`config.mk`:
```
export PLATFORM = sky130hd
export DESIGN_NAME = cordic_vector
export DESIGN_NICKNAME = d
export VERILOG_FILES = /design/src/rtl/cordic_pkg.sv /design/src/rtl/cordic_prerot.sv /design/src/rtl/cordic_vector.sv
export SDC_FILE = /design/constraint.sdc
export NUM_CORES = 1
export LEC_CHECK = 0
export BUFFER_PORTS_ARGS = -buffer_cell sky130_fd_sc_hd__buf_2
export CAP_MARGIN = 40
export CORE_MARGIN = 3
export CORE_UTILIZATION = 55
export DETAILED_ROUTE_END_ITERATION = 16
export HOLD_SLACK_MARGIN = 0.12
export PLACE_DENSITY = 0.78
export SLEW_MARGIN = 20
export SYNTH_ARGS = -nofsm -noshare
export SYNTH_HDL_FRONTEND = slang
export SYNTH_SLANG_ARGS = --single-unit
```
`constraint.sdc`:
```
create_clock -name clk -period 4.45 [get_ports clk]
set_input_delay 0.6675 -clock clk [delete_from_list [all_inputs] [get_ports clk]]
set_output_delay 0.6675 -clock clk [all_outputs]
set_load 0.1 [all_outputs]
```
`src/rtl/cordic_pkg.sv`:
```
// cordic_pkg: constants, state encoding and iteration count shared by the CORDIC cores
package cordic_pkg;
    localparam logic [15:0] PI_HALF_DEF = 16'h6488;
    localparam logic [15:0] CORDIC_INV_GAIN = 16'h26dd;
    typedef enum logic [1:0] {IDLE, ITER, DONE} state_e;
    function automatic int iter_count(input int data_width);
        return data_width - 1;
    endfunction
endpackage

```
`src/rtl/cordic_prerot.sv`:
```
// cordic_prerot: folds the input vector into the right half-plane and flags the all-zero vector
module cordic_prerot
    import cordic_pkg::*;
#(
    parameter int DATA_WIDTH = 16,
    parameter logic [DATA_WIDTH-1:0] PI_HALF = PI_HALF_DEF
) (
    input  logic signed [DATA_WIDTH-1:0] x_in,
    input  logic signed [DATA_WIDTH-1:0] y_in,
    output logic signed [DATA_WIDTH+2:0] x0,
    output logic signed [DATA_WIDTH+2:0] y0,
    output logic signed [DATA_WIDTH+2:0] z0,
    output logic zero
);
    localparam int W = DATA_WIDTH + 3;
    logic signed [W-1:0] xs, ys, zp;
    always_comb begin
        xs = W'(x_in);
        ys = W'(y_in);
        zp = {3'b000, PI_HALF};
        x0 = x_in[DATA_WIDTH-1] ? (y_in[DATA_WIDTH-1] ? -ys : ys) : xs;
        y0 = x_in[DATA_WIDTH-1] ? (y_in[DATA_WIDTH-1] ? xs : -xs) : ys;
        z0 = x_in[DATA_WIDTH-1] ? (y_in[DATA_WIDTH-1] ? -zp : zp) : '0;
        zero = ~|{x_in, y_in};
    end
endmodule

```
`src/rtl/cordic_vector.sv`:
```
// cordic_vector: iterative vectoring-mode CORDIC returning atan2(y, x) and the gain-scaled magnitude
module cordic_vector
    import cordic_pkg::*;
#(
    parameter int DATA_WIDTH = 16,
    parameter int ADDR_WIDTH = 4,
    parameter logic [DATA_WIDTH-1:0] PI_HALF = PI_HALF_DEF
) (
    input  logic clk,
    input  logic rst,
    input  logic en,
    input  logic signed [DATA_WIDTH-1:0] x_in,
    input  logic signed [DATA_WIDTH-1:0] y_in,
    input  logic signed [DATA_WIDTH-1:0] q,
    output logic [ADDR_WIDTH-1:0] addr,
    output logic busy,
    output logic done,
    output logic [DATA_WIDTH+1:0] mag,
    output logic signed [DATA_WIDTH:0] ang
);
    localparam int W = DATA_WIDTH + 3;
    localparam logic [ADDR_WIDTH-1:0] LAST = ADDR_WIDTH'(iter_count(DATA_WIDTH) - 1);
    state_e state_q, state_d;
    logic [ADDR_WIDTH-1:0] n_q, n_d;
    logic signed [W-1:0] x_q, x_d, y_q, y_d, z_q, z_d;
    logic signed [W-1:0] x0, y0, z0, x_sh, y_sh, q_ext, x_it, y_it, z_it;
    logic [DATA_WIDTH+1:0] mag_q, mag_d;
    logic signed [DATA_WIDTH:0] ang_q, ang_d;
    logic zero_q, zero_d, zero0, done_q, done_d, neg;

    cordic_prerot #(.DATA_WIDTH(DATA_WIDTH), .PI_HALF(PI_HALF)) u_prerot (
        .x_in(x_in),
        .y_in(y_in),
        .x0(x0),
        .y0(y0),
        .z0(z0),
        .zero(zero0)
    );

    always_ff @(posedge clk) begin
        if (rst) begin
            state_q <= IDLE;
            n_q <= '0;
            x_q <= '0;
            y_q <= '0;
            z_q <= '0;
            zero_q <= 1'b0;
            mag_q <= '0;
            ang_q <= '0;
            done_q <= 1'b0;
        end else begin
            state_q <= state_d;
            n_q <= n_d;
            x_q <= x_d;
            y_q <= y_d;
            z_q <= z_d;
            zero_q <= zero_d;
            mag_q <= mag_d;
            ang_q <= ang_d;
            done_q <= done_d;
        end
    end

    // y sign picks the rotation that drives y toward zero
    always_comb begin
        x_sh = x_q >>> n_q;
        y_sh = y_q >>> n_q;
        q_ext = W'(q);
        neg = y_q[W-1];
        x_it = neg ? x_q - y_sh : x_q + y_sh;
        y_it = neg ? y_q + x_sh : y_q - x_sh;
        z_it = neg ? z_q - q_ext : z_q + q_ext;
        state_d = state_q;
        n_d = n_q;
        x_d = x_q;
        y_d = y_q;
        z_d = z_q;
        zero_d = zero_q;
        mag_d = mag_q;
        ang_d = ang_q;
        done_d = 1'b0;
        case (state_q)
            IDLE: if (en) begin
                state_d = ITER;
                n_d = '0;
                x_d = x0;
                y_d = y0;
                z_d = z0;
                zero_d = zero0;
            end
            ITER: begin
                x_d = x_it;
                y_d = y_it;
                z_d = z_it;
                state_d = (n_q == LAST) ? DONE : ITER;
                n_d = (n_q == LAST) ? '0 : n_q + 1'b1;
            end
            DONE: begin
                mag_d = zero_q ? '0 : x_q[DATA_WIDTH+1:0];
                ang_d = zero_q ? '0 : z_q[DATA_WIDTH:0];
                done_d = 1'b1;
                state_d = IDLE;
            end
            default: state_d = IDLE;
        endcase
    end

    always_comb begin
        addr = n_q;
        busy = state_q != IDLE;
        done = done_q;
        mag = mag_q;
        ang = ang_q;
    end
endmodule

```
==> reports/metrics.cfg, run 1 <==
[run_status]
status = finished with violations
violations = setup timing

[timing]
hold_viol = 0
report.final.slew_viol_count = 0
period_needed_ns = 4.87
setup_slack_ns = -0.421
slew_headroom_pct = 50.6
setup_viol = 14
fin_skew_ns = 0.0132
rsz0062_at_grt = true
tns_ns = -1.81
max_freq_ghz = 0.205
finalCritPeriodShare_pct = 109
worst_pin_slew_ns = 0.741

[floorplanning]
coreArea_um2 = 18100
die_x_um = 142
initial_core_util_pct = 56.2
die_height_um = 142
dieArea_um2 = 20200
ios = 92
rows = 49

[setup_path]
cp_max_fo = 4
critPathCaptureType = flop
critPathLaunchType = flop
crit_type = reg -> reg
cp.required_ns = 4.75
cp.arrival_ns = 5.17

[cts]
cts_buffer_depth = 2
numCtsBuffers = 9
cts_tree = built
path_clk_slew_ns = 0.08
root_buffer = clkbuf_16
htree_levels = 3
clock-sinks = 98
clock_latency_ns = 0.37

[synth]
synth_seq_area_share_pct = 19.3
synth-main-ff-cell = dfxtp_1
yosys_warnings = 0
synth-edff-count = 0
synth-seq-cells = 98
syn_inst = 1254
synth.distinct_cells = 76
async_reset_ff_share_pct = 0
syn_area_per_cell_um2 = 8.11
netlist_area_um2 = 10200
syn_nets = 1369

[power_and_ir_drop]
ir_drop_mv = 0.309
power_w = 0.00714
leakage_nw = 5.94
p_per_area_nw_per_um2 = 524

[layout]
fin_cells = 1770
fin_util_pct = 75.4
final_area_um2 = 13600
fin_nets = 1651
antenna-diode-count = 0
drive_gt1_share_pct = 35.5
syn_to_final_growth_pct = 34.1

[routing]
dr.pass1.iters = 6
routedWlPerCell_um = 21.6
drt.antenna.violating_nets = 0
vias = 11900
drc = 0
drt-initial-drc-count = 1423
viasPerCell = 6.71
wl_mm = 38.2

[global_routing]
top_usage_layer = met2
antenna_found_initial = 0
grt_max_degree = 56
grt_pass1_wl_mm = 56.8
overflow = 0
grtUsageTotal_pct = 35.0
use_met1_pct = 48.0
use_met2_pct = 55.4
use_met3_pct = 6.49
grt_pass1_vias = 10700

[hold_path]
hold_class = reg -> reg

[place]
dpl.hpwl_mm = 26.9
place_inst = 1711
port_buffers = 91
placed_area_um2 = 12400
place_congestion = 1.00

[run]
maxCapViolCount = 0

==> kinds of logic after synthesis <==
kind of cell / count (synthesis) / synth area share [%]
DFF: 98 / 19.3
adders and majority gates: 64 / 8.10
and+or+nand+nor: 377 / 18.3
buffers and inverters: 123 / 4.81
AOI/OAI and AO/OA: 394 / 26.4
xor gates and xnor gates: 95 / 8.26
muxes: 103 / 14.8
==> through the flow <==
| step | setup WS, ns | hold WS, ns |
|---|---|---|
| floorplan | -0.368 | 0.454 |
| global placement | -0.129 | 0.457 |
| detailed placement | -0.297 | 0.461 |
| CTS | -0.159 | 0.480 |
| global route | -0.602 | 0.492 |
| finish | -0.421 | 0.474 |
==> worst max-delay path, cell delays in order, from the launching register on <==
cell and delay (ns):
dfxtp_4 0.40, buf_8 0.15, mux4_2 0.51, mux2i_1 0.21, nor2_1 0.10, nor2_2 0.16
ha_2 0.23, nand2_2 0.07, o32ai_4 0.23, nand4_1 0.23, nand2_1 0.14, nor2_1 0.06
a21oi_1 0.24, o22ai_1 0.15, ha_1 0.34, a21oi_1 0.11, o21ai_1 0.27, o21ai_2 0.13
nand3_2 0.10, a41oi_2 0.13, or4_4 0.47, a21oi_2 0.15, o21ai_1 0.08, a21oi_1 0.13
==> Yosys cell counts, types with 5 or more instances <==
| library cell | number | area, um^2 |
|---|---|---|
| a21oi_1 | 100 | 500 |
| buf_2 | 10 | 50.1 |
| a211oi_1 | 69 | 518 |
| buf_1 | 21 | 78.8 |
| mux2i_1 | 38 | 380 |
| or3_1 | 19 | 119 |
| or2_2 | 5 | 31.3 |
| and2_1 | 8 | 50.1 |
| nand3_1 | 14 | 70.1 |
| mux2_2 | 30 | 338 |
| a21o_1 | 17 | 128 |
| nor2_1 | 131 | 492 |
| xor2_1 | 37 | 324 |
| a221oi_1 | 11 | 96.3 |
| o21a_1 | 9 | 67.6 |
| a22o_1 | 34 | 298 |
| a211o_1 | 5 | 43.8 |
| nor4_1 | 5 | 31.3 |
| a311oi_1 | 6 | 52.6 |
| or4_1 | 5 | 37.5 |
| dfxtp_1 | 98 | 1960 |
| nand2b_1 | 20 | 125 |
| a22oi_1 | 7 | 52.6 |
| nor3b_1 | 5 | 37.5 |
| nand2_1 | 73 | 274 |
| nand4_1 | 7 | 43.8 |
| clkbuf_1 | 53 | 199 |
| nor3_1 | 37 | 185 |
| o211ai_1 | 11 | 82.6 |
| mux4_2 | 35 | 788 |
| o21ai_0 | 53 | 265 |
| and3_1 | 6 | 37.5 |
| inv_1 | 34 | 128 |
| xnor2_1 | 57 | 499 |
| nor2b_1 | 23 | 144 |
| o31ai_1 | 8 | 60.1 |
| a31oi_1 | 19 | 119 |
| ha_1 | 61 | 763 |
==> area by class of cell <==
type,instances,area [um^2]
Multi-Input combinational cell,1033,8300
Sequential cell,98,1980
Tap cell,229,287
Clock inverter,7,78.8
Fill cell,1225,4450
Clock buffer,9,225
Timing Repair Buffer,358,2630
Inverter,36,136
==> routing by layer <==
layer	routed length (um)	part of all wire, %	vias up
li1	-	-	5287
met1	15100	40	5640
met2	17200	45	777
met3	4130	11	168
met4	1820	4.8	0
met5	0	0	-
==> worst paths after layout <==
| path | cells after the start | slack [ns] | startpoint | end |
|---|---|---|---|---|
| worst min register to register | 1 | 0.47 | mag[10] | mag[10] |
| worst max-delay path | 23 | -0.42 | addr[0] | x_q[18] |
| worst min-delay path | 1 | 0.47 | mag[10] | mag[10] |
| worst max register to register | 23 | -0.42 | addr[0] | x_q[18] |
==> power breakdown <==
part	leakage [nW]	total [W]	internal (W)	switching (W)
Clock	0.149	0.000827	0.000404	0.000423
Sequential	0.806	0.00115	0.000982	0.000166
Combinational	4.98	0.00516	0.00254	0.00263
==> state kept, by name, summed over array words and instances, names as in the netlist <==
signal and cells:
zero_q 1, done 1, addr 4, ang 17
y_q 19, mag 18, x_q 19, state_q 2
z_q 17
==> cell usage in the layout, fill, tap and decap left out, types with 17 or more instances in the layout <==
master and count:
xnor2_1 53, nor3_1 34, a21o_1 17, a21oi_1 88, a211oi_1 65, or3_1 18
dfxtp_1 91, buf_2 92, nand2_1 71, inv_1 32, nand2b_1 18, nor2b_1 18
mux2i_1 34, xor2_1 36, ha_1 54, a22o_1 34, buf_4 245, mux4_2 35
nor2_1 125, mux2_2 30, o21ai_0 43
==> what timing repair did <==
action | in CTS | in global routing
resized for setup | 34 | 98
hold buffers | 0 | 0
setup buffers | 21 | 21
endpoints found under the hold margin | 0 | 0
pin swaps | 21 | 41
endpoints found under the setup margin | 15 | 20
gates cloned | 1 | 0
(Power assumes the default switching activity.)
==> inputs of run 2 (changes only) <==
--- a/config.mk
+++ b/config.mk
@@ -11,8 +11,9 @@
 export CORE_UTILIZATION = 55
 export DETAILED_ROUTE_END_ITERATION = 16
 export HOLD_SLACK_MARGIN = 0.12
-export PLACE_DENSITY = 0.78
+export PLACE_DENSITY = 0.77
 export SLEW_MARGIN = 20
 export SYNTH_ARGS = -nofsm -noshare
 export SYNTH_HDL_FRONTEND = slang
+export SYNTH_HIERARCHICAL = 1
 export SYNTH_SLANG_ARGS = --single-unit
==> run 2 against run 1 <==
Synthesized area increased by 6.1%. Clock skew shrank 0.0027 ns. Routed wire length fell by 7.0%. Sequential share of layout area up 0.99 points. The run still ends with setup timing left. Critical path depth shrank 6. Die area is 5.8% higher. Combinational power down 27%. Clock power increased by 2%. Non-clock buffer count down 129. Worst setup slack improved by 0.29 ns. Via count is 5.7% lower. Core utilization is 8.0 points lower.
==> reports/metrics.cfg, run 2 <==
[floorplanning]
coreArea_um2 = 19000  ; +4.8%
die_height_um = 146  ; +2.9%
dieArea_um2 = 21300  ; +5.8%
die_x_um = 146  ; +2.9%
ios = 92  ; unchanged
initial_core_util_pct = 56.9  ; +0.68 points
rows = 50  ; +2.0%

[cts]
clock_latency_ns = 0.37  ; about the same
root_buffer = clkbuf_16
cts_buffer_depth = 2  ; unchanged
cts_tree = built
numCtsBuffers = 9  ; unchanged
path_clk_slew_ns = 0.08  ; about the same
clock-sinks = 98  ; unchanged
htree_levels = 3  ; unchanged

[routing]
vias = 11200  ; -5.7%
dr.pass1.iters = 6  ; unchanged
drt-initial-drc-count = 1150  ; -19%
viasPerCell = 6.50  ; -3.1%
wl_mm = 35.6  ; -7.0%
routedWlPerCell_um = 20.7  ; -4.4%
drt.antenna.violating_nets = 0  ; unchanged
drc = 0  ; unchanged

[setup_path]
reg2reg_slack_ns = -0.13  ; +0.29 ns
r2r-end = y_q[18]
regToRegStartpoint = addr[1]
cp.arrival_ns = 4.86  ; -0.31 ns
crit_path_end = y_q[18]
cp_max_fo = 7  ; +3
critPathCaptureType = flop
cp.required_ns = 4.73  ; -0.02 ns
crit_path_start = addr[1]
critPathLaunchType = flop
crit_type = reg -> reg
rr_worst_depth = 17  ; -26%

[power_and_ir_drop]
leakage_nw = 5.42  ; -8.8%
p_per_area_nw_per_um2 = 450  ; -14%
ir_drop_mv = 0.284  ; -7.9%

[synth]
yosys_warnings = 6  ; +6
syn_area_per_cell_um2 = 8.16  ; +0.69%
syn_inst = 1321  ; +5.3%
netlist_area_um2 = 10800  ; +6.1%

[run]
maxCapViolCount = 0  ; unchanged

[layout]
multiInputGateArea_um2 = 8420  ; +1.5%
antenna-diode-count = 0  ; unchanged
layout_commonest_cell = nor2_1
fin_nets = 1572  ; -4.8%
seqCellArea_um2 = 1980  ; unchanged
syn_to_final_growth_pct = 18.4
most-common-layout-cells = 161 x nor2_1, 126 x buf_4, 96 x a21oi_1, 93 x dfxtp_1, 92 x buf_2
final_area_um2 = 12800  ; -6.4%
fill_cells = 1570  ; +28%
drive_gt1_share_pct = 26.1  ; -9.4 points

[timing]
rsz0062_at_grt = true
period_needed_ns = 4.58  ; -0.293 ns
max_freq_ghz = 0.218  ; +6.4%
worst_pin_slew_ns = 0.875  ; +0.133 ns
fin_skew_ns = 0.0105  ; -0.00272 ns
setup_viol = 3  ; -11
report.final.slew_viol_count = 0  ; unchanged
tns_ns = -0.211  ; +1.60 ns
setup_slack_ns = -0.128  ; +0.293 ns
finalCritPeriodShare_pct = 103  ; -6.6 points
hold_viol = 0  ; unchanged
slew_headroom_pct = 41.5  ; -9.0 points

[global_routing]
overflow = 0  ; unchanged
grt_pass1_vias = 10200  ; -4.6%
antenna_found_initial = 1  ; +1
grt_max_degree = 42  ; -25%
grtUsageTotal_pct = 31.1  ; -4.0 points
grt_pass1_wl_mm = 54.3  ; -4.4%

[place]
port_buffers = 91  ; unchanged
place_congestion = 1.00  ; +0.32%
dpl.hpwl_mm = 26.1  ; -3.2%
placed_area_um2 = 11900  ; -3.7%

[run_status]
violations = setup timing
status = finished with violations

[hold_path]
hold_class = reg -> reg

-- run 2: cell type report --
cell class	count	share of cell area, %
flip-flops and latches	98	15.5
inverters	42	1.23
clock buffers	9	1.76
well taps	260	2.55
clock inverters	7	0.686
multi-input cells	1077	66.0
repair buffers	229	12.3
-- run 2: worst min path at each step --
stage	to	cells after the start	start	slack [ns]
after floorplan	ang[0]	1	z_q[0]	0.44
after CTS	mag[9]	1	mag[9]	0.48
after global routing	mag[9]	1	mag[9]	0.49
after global placement	ang[0]	1	z_q[0]	0.45
after detailed placement	ang[3]	1	ang[3]	0.46
final	ang[0]	1	z_q[0]	0.47
-- run 2: power by group --
part / switching, W / internal (W) / total [W]
Combinational: 0.00204 / 0.00174 / 0.00378
Sequential: 0.000155 / 0.000966 / 0.00112
Clock: 0.000395 / 0.000448 / 0.000843
Total: 0.00259 / 0.00316 / 0.00574
-- run 2: per-layer routing --
layer | global-route usage [%] | vias up | wire [um] | share of wire, %
li1 | - | 5165 | - | -
met1 | 44.6 | 5292 | 15000 | 42
met2 | 46.5 | 644 | 15600 | 44
met3 | 7.57 | 87 | 3920 | 11
met4 | 9.13 | 2 | 1000 | 2.8
met5 | 0 | - | 13 | 0.037
-- run 2: through the flow --
step | total power, W | cells | util, % | hold slack [ns] | worst slack [ns]
after floorplan | 0.00347 | 1326 | - | 0.442 | -0.113
after global placement | 0.00437 | 1668 | 62.6 | 0.450 | -0.108
after detailed placement | 0.00445 | 1670 | 62.8 | 0.459 | -0.234
after CTS | 0.00538 | 1702 | 65.3 | 0.477 | 0.0123
after global routing | 0.00610 | 1722 | 67.3 | 0.489 | -0.310
final | 0.00574 | 1722 | 67.3 | 0.474 | -0.128
-- run 2: timing repair --
action | in CTS | in global routing
setup endpoints to repair | 11 | 15
hold buffers | 0 | 0
buffers inserted | 16 | 19
gates resized for setup | 20 | 56
pin swaps | 6 | 34
-- run 2: critical path, stage by stage, from the launching register on --
cell and delay, ns:
dfxtp_4 0.39, buf_4 0.17, mux4_2 0.54, a222oi_1 0.42, mux2i_1 0.25, nor3_2 0.29, nand2_2 0.13, buf_4 0.16
nor4_4 0.23, o32ai_1 0.12, a221o_1 0.35, ha_4 0.26, nor3_1 0.21, nor2_1 0.12, and2_4 0.17, a211oi_2 0.23
xnor3_1 0.25, a211oi_2 0.19
